--- config.mk ---
export PLATFORM = sky130hd
export DESIGN_NAME = fifo_word_unpacker_flat
export DESIGN_NICKNAME = d
export VERILOG_FILES = /design/src/rtl/fifo_word_unpacker_pkg.sv /design/src/rtl/fifo_word_unpacker_if.sv /design/src/rtl/fifo_word_unpacker_byte_shift.sv /design/src/rtl/fifo_word_unpacker.sv /design/src/flat_wrapper.sv
export SDC_FILE = /design/constraint.sdc
export NUM_CORES = 1
export LEC_CHECK = 0
export BUFFER_PORTS_ARGS = -buffer_cell sky130_fd_sc_hd__buf_2
export CORE_ASPECT_RATIO = 0.8
export CORE_MARGIN = 1
export CORE_UTILIZATION = 50
export CTS_CLUSTER_DIAMETER = 150
export DETAILED_ROUTE_END_ITERATION = 16
export GPL_TIMING_DRIVEN = 0
export PLACE_DENSITY = 0.76
export SLEW_MARGIN = 40
export SYNTH_ARGS = -nofsm -noshare
export SYNTH_HDL_FRONTEND = slang
export SYNTH_HIERARCHICAL = 1
export SYNTH_SLANG_ARGS = --single-unit
--- constraint.sdc ---
create_clock -name clk_i -period 3.9 [get_ports clk_i]
set_clock_uncertainty 0.1 [all_clocks]
set_input_delay 0.195 -clock clk_i [delete_from_list [all_inputs] [get_ports clk_i]]
set_output_delay 0.195 -clock clk_i [all_outputs]
set_load 0.01 [all_outputs]
--- src/rtl/fifo_word_unpacker_pkg.sv ---
// Shared definitions for the FIFO word unpacker.
//   - Default word/beat/counter widths.
//   - FSM state encoding (IDLE/REQ/CAPT/SEND).
//   - Helpers that derive the beat count and byte-index width.
package fifo_word_unpacker_pkg;

  localparam int DEF_WORD_W = 32;
  localparam int DEF_BYTE_W = 8;
  localparam int DEF_CNT_W  = 16;

  typedef enum logic [1:0] {
    ST_IDLE = 2'd0,
    ST_REQ  = 2'd1,
    ST_CAPT = 2'd2,
    ST_SEND = 2'd3
  } state_e;

  // Number of beats carried by one FIFO word.
  function automatic int nbytes(input int word_w, input int byte_w);
    return word_w / byte_w;
  endfunction

  // Width of a byte index; at least one bit so a 1-beat word still has a register.
  function automatic int idx_width(input int n);
    return (n > 1) ? $clog2(n) : 1;
  endfunction

endpackage

--- src/rtl/fifo_word_unpacker_if.sv ---
// Bus bundle between the unpacker and its neighbours.
//   FIFO read side : fifo_empty, fifo_data (into unpacker), fifo_rd (from unpacker)
//   Byte stream    : tx_data, tx_valid, tx_last (from unpacker), tx_ready (into unpacker)
// Modports:
//   master - the unpacker
//   slave  - the FIFO read port plus the downstream transmitter
interface fifo_word_unpacker_if
  import fifo_word_unpacker_pkg::*;
#(
  parameter int WORD_W = DEF_WORD_W,
  parameter int BYTE_W = DEF_BYTE_W
) ();

  logic              fifo_empty;
  logic [WORD_W-1:0] fifo_data;
  logic              fifo_rd;
  logic [BYTE_W-1:0] tx_data;
  logic              tx_valid;
  logic              tx_ready;
  logic              tx_last;

  modport master (
    input  fifo_empty, fifo_data, tx_ready,
    output fifo_rd, tx_data, tx_valid, tx_last
  );

  modport slave (
    output fifo_empty, fifo_data, tx_ready,
    input  fifo_rd, tx_data, tx_valid, tx_last
  );

endinterface

--- src/rtl/fifo_word_unpacker_byte_shift.sv ---
// Word register, byte index and registered beat selector.
//   clk_i     : clock
//   rst_i     : synchronous active-high reset
//   load_i    : capture word_i and present its first beat
//   advance_i : current beat accepted; step to the next beat (index wraps after the last)
//   word_i    : popped FIFO word
//   beat_o    : registered beat data
//   last_o    : registered flag, high while beat_o is the final beat of the word
// The caller gates load_i/advance_i with the module enable, so all registers
// simply hold when neither strobe is active.
module fifo_word_unpacker_byte_shift
  import fifo_word_unpacker_pkg::*;
#(
  parameter int WORD_W    = DEF_WORD_W,
  parameter int BYTE_W    = DEF_BYTE_W,
  parameter bit LSB_FIRST = 1'b0
) (
  input  logic              clk_i,
  input  logic              rst_i,
  input  logic              load_i,
  input  logic              advance_i,
  input  logic [WORD_W-1:0] word_i,
  output logic [BYTE_W-1:0] beat_o,
  output logic              last_o
);

  localparam int                NBYTES   = nbytes(WORD_W, BYTE_W);
  localparam int                IDX_W    = idx_width(NBYTES);
  localparam logic [IDX_W-1:0]  LAST_IDX = IDX_W'(NBYTES - 1);

  logic [WORD_W-1:0] word_q, word_d;
  logic [IDX_W-1:0]  idx_q, idx_d, idx_next;
  logic [BYTE_W-1:0] beat_q, beat_d;
  logic              last_q, last_d;

  // Beat k of word w in transmit order.
  function automatic logic [BYTE_W-1:0] pick(input logic [WORD_W-1:0] w,
                                             input logic [IDX_W-1:0]  k);
    int pos;
    pos = LSB_FIRST ? int'(k) : (NBYTES - 1 - int'(k));
    return BYTE_W'(w >> (pos * BYTE_W));
  endfunction

  assign idx_next = (idx_q == LAST_IDX) ? '0 : idx_q + IDX_W'(1);

  // NOTE: every always_comb output gets a hold default first, so no path can infer a latch.
  always_comb begin
    word_d = word_q;
    idx_d  = idx_q;
    beat_d = beat_q;
    last_d = last_q;
    if (load_i) begin
      word_d = word_i;
      idx_d  = '0;
      beat_d = pick(word_i, '0);
      last_d = (NBYTES == 1);
    end else if (advance_i) begin
      idx_d = idx_next;
      // On the final beat the output register keeps its value; tx_valid drops instead.
      if (idx_q != LAST_IDX) begin
        beat_d = pick(word_q, idx_next);
        last_d = (idx_next == LAST_IDX);
      end
    end
  end

  // NOTE: the word register is reset along with the control state so a discarded
  // partial word can never leak out after reset; it is one word wide, not a memory array.
  always_ff @(posedge clk_i) begin
    if (rst_i) begin
      word_q <= '0;
      idx_q  <= '0;
      beat_q <= '0;
      last_q <= 1'b0;
    end else begin
      word_q <= word_d;
      idx_q  <= idx_d;
      beat_q <= beat_d;
      last_q <= last_d;
    end
  end

  assign beat_o = beat_q;
  assign last_o = last_q;

endmodule

--- src/rtl/fifo_word_unpacker.sv ---
// Consumer-side engine for a word FIFO: pops one word at a time and streams it
// out as NBYTES valid/ready beats.
//   clk_i        : clock, all logic on posedge
//   rst_i        : synchronous active-high reset (wins over en_i)
//   en_i         : enable, shared with the FIFO; when low everything holds
//   bus          : master side of the FIFO read port and the byte stream
//   busy_o       : high whenever the FSM is outside IDLE
//   words_sent_o : words whose last beat was accepted, wraps silently
module fifo_word_unpacker
  import fifo_word_unpacker_pkg::*;
#(
  parameter int WORD_W    = DEF_WORD_W,
  parameter int BYTE_W    = DEF_BYTE_W,
  parameter bit LSB_FIRST = 1'b0,
  parameter int CNT_W     = DEF_CNT_W
) (
  input  logic                clk_i,
  input  logic                rst_i,
  input  logic                en_i,
  fifo_word_unpacker_if.master bus,
  output logic                busy_o,
  output logic [CNT_W-1:0]    words_sent_o
);

  state_e            state_q, state_d;
  logic              tx_valid_q, tx_valid_d;
  logic [CNT_W-1:0]  words_q, words_d;
  logic              load, advance, beat_fire;
  logic [BYTE_W-1:0] beat;
  logic              beat_last;

  assign beat_fire = en_i && tx_valid_q && bus.tx_ready;

  always_comb begin
    state_d    = state_q;
    tx_valid_d = tx_valid_q;
    words_d    = words_q;
    load       = 1'b0;
    advance    = 1'b0;
    if (en_i) begin
      unique case (state_q)
        ST_IDLE: if (!bus.fifo_empty) state_d = ST_REQ;
        ST_REQ:  state_d = ST_CAPT;
        // fifo_data is registered in the FIFO, so the popped word is only valid here.
        ST_CAPT: begin
          load       = 1'b1;
          tx_valid_d = 1'b1;
          state_d    = ST_SEND;
        end
        ST_SEND: begin
          if (beat_fire) begin
            advance = 1'b1;
            if (beat_last) begin
              words_d    = words_q + CNT_W'(1);
              tx_valid_d = 1'b0;
              state_d    = bus.fifo_empty ? ST_IDLE : ST_REQ;
            end
          end
        end
        default: state_d = ST_IDLE;
      endcase
    end
  end

  // NOTE: sequential state uses non-blocking assignments so every register samples
  // pre-edge values, independent of block ordering.
  always_ff @(posedge clk_i) begin
    if (rst_i) begin
      state_q    <= ST_IDLE;
      tx_valid_q <= 1'b0;
      words_q    <= '0;
    end else begin
      state_q    <= state_d;
      tx_valid_q <= tx_valid_d;
      words_q    <= words_d;
    end
  end

  fifo_word_unpacker_byte_shift #(
    .WORD_W    (WORD_W),
    .BYTE_W    (BYTE_W),
    .LSB_FIRST (LSB_FIRST)
  ) u_byte_shift (
    .clk_i     (clk_i),
    .rst_i     (rst_i),
    .load_i    (load),
    .advance_i (advance),
    .word_i    (bus.fifo_data),
    .beat_o    (beat),
    .last_o    (beat_last)
  );

  // One RD pulse per REQ visit; gated by en_i (the FIFO would not sample it anyway)
  // and by rst_i so a reset cycle never pops a word that is about to be discarded.
  assign bus.fifo_rd  = (state_q == ST_REQ) && en_i && !rst_i;
  assign bus.tx_valid = tx_valid_q;
  assign bus.tx_data  = beat;
  assign bus.tx_last  = beat_last;
  assign busy_o       = (state_q != ST_IDLE);
  assign words_sent_o = words_q;

endmodule

--- src/flat_wrapper.sv ---
// flat-port wrapper written by rule: the top's interface ports become plain ports
module fifo_word_unpacker_flat import fifo_word_unpacker_pkg::*;
#(
  parameter int WORD_W    = DEF_WORD_W,
  parameter int BYTE_W    = DEF_BYTE_W,
  parameter bit LSB_FIRST = 1'b0,
  parameter int CNT_W     = DEF_CNT_W
)
  (clk_i, rst_i, en_i, busy_o, words_sent_o, bus_fifo_empty, bus_fifo_data, bus_tx_ready, bus_fifo_rd, bus_tx_data, bus_tx_valid, bus_tx_last);
  fifo_word_unpacker_if #(.WORD_W(WORD_W), .BYTE_W(BYTE_W)) bus_i ();
  input  logic clk_i;
  input  logic rst_i;
  input  logic en_i;
  output logic busy_o;
  output logic [CNT_W-1:0] words_sent_o;
  input wire logic [$bits(bus_i.fifo_empty)-1:0] bus_fifo_empty;
  input wire logic [$bits(bus_i.fifo_data)-1:0] bus_fifo_data;
  input wire logic [$bits(bus_i.tx_ready)-1:0] bus_tx_ready;
  output wire logic [$bits(bus_i.fifo_rd)-1:0] bus_fifo_rd;
  output wire logic [$bits(bus_i.tx_data)-1:0] bus_tx_data;
  output wire logic [$bits(bus_i.tx_valid)-1:0] bus_tx_valid;
  output wire logic [$bits(bus_i.tx_last)-1:0] bus_tx_last;
  assign bus_i.fifo_empty = bus_fifo_empty;
  assign bus_i.fifo_data = bus_fifo_data;
  assign bus_i.tx_ready = bus_tx_ready;
  assign bus_fifo_rd = bus_i.fifo_rd;
  assign bus_tx_data = bus_i.tx_data;
  assign bus_tx_valid = bus_i.tx_valid;
  assign bus_tx_last = bus_i.tx_last;
  fifo_word_unpacker #(.WORD_W(WORD_W), .BYTE_W(BYTE_W), .LSB_FIRST(LSB_FIRST), .CNT_W(CNT_W)) u_core (.clk_i(clk_i), .rst_i(rst_i), .en_i(en_i), .bus(bus_i), .busy_o(busy_o), .words_sent_o(words_sent_o));
endmodule
* After elaboration in Yosys (flattened, before gate mapping)
Index checks and enable logic that the tools add are counted.
Operators by class: $add $sub $neg 3, eq/ne operators 9, shift operators 1, multiplexer cells 17, reductions and logical operators 16
Operators by type and width (number):
- >> shifter 32 x 32 -> 8 bit | 1
- 2-to-1 mux 8 bit | 3
- adder 16 x 1 -> 16 bit, second input constant | 1
- AND reduction 4 bit | 3
- == test 2 bit, second input constant | 4
- 2-to-1 mux 1 bit | 8
- 2-to-1 mux 2 bit | 4
- one-hot mux 2 bit (4 select lines) | 1
- nonzero test 2 bit | 4
- != test 2 bit, second input constant | 3
- logical AND 1 bit | 4
- AND reduction 2 bit | 2
- subtractor 2 x 2 -> 3 bit, first input constant | 1
- adder 2 x 1 -> 2 bit, second input constant | 1
- == test 2 x 1 -> 1 bit, second input constant | 1
- logical NOT 2 bit | 1
- != test 2 x 1 -> 1 bit, second input constant | 1
- one-hot mux 1 bit (2 select lines) | 1
- OR reduction 2 bit | 1
- logical NOT 1 bit | 1
Word-level totals: register bits 62, input port bits 37, output and inout port bits 28

* Depth between registers and ports, before layout
word-level depth 7, mapped depth 8, depth with buffers taken out 6

* Cells and area by module
Netlist, hierarchy kept.
Modules (own cells, without submodules):
- fifo_word_unpacker_byte_shift | instances 1, cells each 191, area each 1925.6 sq um, sequential area each 860.8 sq um
- fifo_word_unpacker | instances 1, cells each 113, area each 952.2 sq um, sequential area each 380.4 sq um

* Worst setup path after synthesis
OpenSTA, ideal clock, no wires.
path type reg-to-reg, from register u_core.state_q[1], to register u_core.u_byte_shift.beat_q[3], in the netlist u_core/u_byte_shift/beat_o[3], library setup time 0.127 ns, data arrival time 1.877 ns, path slack 1.796 ns, stages on the path, launching flop included 8, clock period less this slack 2.104 ns, cell sequence dfxtp_1 ha_1 inv_1 nor3_1 or3b_1 buf_6 a2111oi_4 nor3_1
Between the ends: word-level cells in the longest chain between the ends 5, elaborated cells on any way between the ends 10
Ends and longest elaborated chain:
- from (decl) | line fifo_word_unpacker.sv:25 | state_e state_q, state_d;
- from (signal assigned) | line fifo_word_unpacker.sv:73 | state_q <= state_d;
- == test 2 bit | line fifo_word_unpacker.sv:41 | unique case (state_q)
- 2-to-1 mux 1 bit | line fifo_word_unpacker.sv:41
- 2-to-1 mux 1 bit | line fifo_word_unpacker.sv:40 | if (en_i) begin
- net u_core.advance | line fifo_word_unpacker.sv:28 | logic load, advance, beat_fire;
- nonzero test 2 bit (no line)
- AND reduction 2 bit (no line)
- to (signal assigned) | line fifo_word_unpacker_byte_shift.sv:78 | beat_q <= beat_d;
- to (decl) | line fifo_word_unpacker_byte_shift.sv:33 | logic [BYTE_W-1:0] beat_q, beat_d;
The timed path passes the listed nets, and every way through them passes these cells. A chain may end at the register's enable or synchronous reset.

* Worst setup path in the final report
from register u_core.state_q[1], to register u_core.u_byte_shift.beat_q[5], in the netlist u_core/u_byte_shift/beat_o[5]
Same word-level chain as after synthesis.

==> flow_summary.toml <==
[outcome]
status = "completed"

[worst_hold_path]
holdPathStages = 3
hp-class = "primary input to flip-flop"
min_from = "bus_fifo_data[20]"
hold_end = "u_core/u_byte_shift/word_q[20]"

[placed_design]
placed_area_um2 = 3291
place_congestion = 0.8459
hpwl_um = 4819
io_buffers = 63
dp.cells = 445

[synth]
synth.distinct_cells = 39
synth_edf_count = 0
ys_seq_elements = 62
synthFlopType = "dfxtp_1"
async_flop_share_pct = 0
ys_seq_area_share_pct = 43.13
ys_top_cells_by_count = "62 x dfxtp_1, 47 x nor2_1, 34 x mux2i_1, 20 x nor3_1, 14 x inv_1"
yosysTopAreaCell = "dfxtp_1"
post_synth.cell_area_avg_um2 = 9.466
synth_area_leaders = "dfxtp_1 43%, mux2i_1 12%, nor2_1 6.1%, mux2_2 4.3%, ha_1 3.5%"
postSynthCellCount = 304
syn_area_um2 = 2878
netlist.area_leader.share_pct = 43.13
yosysWarnings = 6
synth_nets = 349
synth.most_common_cell = "dfxtp_1"

[layout]
nets = 442
syn2layout_area_growth_pct = 27.91
utilization_pct = 66.99
final_cells = 480
post-route-cell-area_um2 = 3681
antennaDiodeCount = 0
drive_gt1_share_pct = 26.12

[global_route]
grt_pass1_vias = 2218
grt_pass1_wl_um = 10710
grt_max_degree = 11
antenna_found_initial = 0
grt_usage_pct = 23.35
grt_overflow = 0

[clocking]
cts_buffers = 9
cts-root-buf = "clkbuf_8"
h-tree-depth = 3
clock_path_buffers = 2
insertion_delay_ns = 0.34
post_cts_resized = 0
clock-sinks = 62
cts_tree = "built"
clk_pin_slew_ns = 0.06

[drt]
drt-initial-drc-count = 296
postRouteAntennaNets = 0
vias = 2503
drc = 0
drt_wl_total_um = 6714
drt_first_pass_iters = 5
avgViaCountPerCell = 5.215
wl_per_cell_um = 13.99

[timing]
tightest_slew_ns = 0.6144
setup-tns-final_ns = 0
setup_viol = 0
rsz0062_at_grt = "no"
finalHoldViolations = 0
finalCriticalPeriod_ns = 2.458
maxSlewViolCount = 0
finalCritPeriodShare_pct = 63.03
fmax_ghz = 0.4068
slew_headroom_pct = 58.73

[setup_path]
r2r_end = "u_core/u_byte_shift/beat_o[5]"
reg2reg_setup_slack_ns = 1.44
crit_type = "flip-flop to flip-flop"
cp.arrival_ns = 2.57
crit_fanout = 8
start_kind = "flip-flop"
reg2reg_depth = 7
required_ns = 4.01
cp-end-kind = "flip-flop"
r2r-start = "u_core/state_q[1]"
critPathLaunch = "u_core/state_q[1]"

[power_and_ir_drop]
p_comb_share_pct = 8.3
static-leakage-power_nw = 1.510
p_per_area_nw_per_um2 = 360.3
power.clock.fraction_pct = 42.3
p_switching_mw = 0.2983
swShare_pct = 22.50
irDropWorstVdd_mv = 0.1631
power.internal_mw = 1.028
p_seq_share_pct = 49.3

[floorplanning]
num_rows = 24
core_area_um2 = 5495
initial_core_util_pct = 52.37
dieArea_um2 = 6065
ios = 65
die_h_um = 69.86
die_x_um = 86.82

[run]
maxCapViolCount = 0
[worst max-delay path by stage]
| stage | to | slack, ns | cells past startpoint |
|---|---|---|---|
| 2_1_floorplan | u_core/u_byte_shift/beat_o[3] | 1.80 | 7 |
| 3_3_place_gp | u_core/u_byte_shift/beat_o[3] | 1.56 | 7 |
| 3_5_place_dp | u_core/u_byte_shift/beat_o[5] | 1.50 | 7 |
| 4_1_cts | u_core/u_byte_shift/beat_o[5] | 1.48 | 7 |
| 5_1_grt | u_core/u_byte_shift/beat_o[1] | 1.26 | 7 |
| 6_report | u_core/u_byte_shift/beat_o[5] | 1.44 | 7 |
[routing by layer]
layer | track usage [%] | wire (um) | vias up
met5 | 0 | 0 | -
met2 | 34.03 | 2941 | 102
met4 | 7.222 | 67 | 0
li1 | - | - | 1255
met1 | 32.96 | 3254 | 1140
met3 | 7.210 | 451 | 6
[sequential cells by signal, indices dropped and copies added, names as in the netlist]
| register | flops |
|---|---|
| u_core/words_sent_o | 16 |
| u_core/u_byte_shift/last_o | 1 |
| u_core/u_byte_shift/idx_q | 2 |
| u_core/bus.tx_valid | 1 |
| u_core/u_byte_shift/beat_o | 8 |
| u_core/u_byte_shift/word_q | 32 |
| u_core/state_q | 2 |
[logic make-up (layout without fill, tap and decap cells)]
group | count (synthesis) | after routing | synth area share, %
adders and majority gates | 8 | 8 | 3.478
and+or+nand+nor | 109 | 109 | 18.70
xor gates and xnor gates | 7 | 7 | 2.130
AOI/OAI and AO/OA | 38 | 38 | 9.826
muxes | 47 | 47 | 17.30
buffers and inverters | 33 | 131 | 5.434
DFF | 62 | 62 | 43.13
[placed cells by master, fill, tap and decap left out, types with 5 or more instances in the layout]
cell type / synthesis / final
xnor2_1: 7 / 7
a21oi_1: 12 / 12
clkbuf_1: 7 / 8
dfxtp_1: 62 / 62
buf_2: 7 / 70
nand2b_1: 7 / 7
o21ai_0: 9 / 9
clkbuf_8: 0 / 11
nand2_1: 8 / 8
nor2_1: 47 / 47
mux2_2: 11 / 11
a222oi_1: 5 / 5
or3_1: 8 / 8
mux2i_1: 34 / 34
nor3_1: 20 / 20
inv_1: 14 / 14
nand3_1: 5 / 5
ha_1: 8 / 8
dlygate4sd3_1: 0 / 19
[power by group through the flow]
stage / combinational, mW / clock [mW] / sequential, mW
after floorplan: 0.0548 / 0 / 0.667
after global placement: 0.0929 / 0 / 0.667
after detailed placement: 0.0947 / 0 / 0.668
after CTS: 0.110 / 0.576 / 0.654
after global routing: 0.122 / 0.601 / 0.655
final: 0.110 / 0.561 / 0.654
[metrics by stage]
| stage | hold slack (ns) | total power [mW] | setup slack, ns |
|---|---|---|---|
| finish | 0.01103 | 1.326 | 1.442 |
| global route | 0.01251 | 1.378 | 1.263 |
| CTS | 0.0001985 | 1.340 | 1.485 |
| detailed placement | 0.3361 | 0.7626 | 1.500 |
| global placement | 0.3312 | 0.7604 | 1.564 |
| floorplan | 0.2418 | 0.7221 | 1.796 |
[worst max-delay path: stages (launching register included)]
cell and delay [ns]:
dfxtp_1 0.39, ha_1 0.27, inv_1 0.10, nor3_1 0.51
or3b_1 0.42, buf_6 0.15, a222oi_1 0.30, nor3_1 0.10
[final cells by class]
type / instances / area, um^2
Inverter: 14 / 52.55
Sequential cell: 62 / 1241
Fill cell: 470 / 1814
Tap cell: 78 / 97.59
Buffer: 19 / 103.9
Multi-Input combinational cell: 209 / 1480
Clock inverter: 4 / 45.04
Clock buffer: 12 / 155.1
Timing Repair Buffer: 82 / 505.5
[what timing repair did]
action	CTS	global route
setup buffers	0	0
hold buffers	19	0
endpoints found under the hold margin	19	0
No activity file was read; power rests on OpenSTA's default activity.
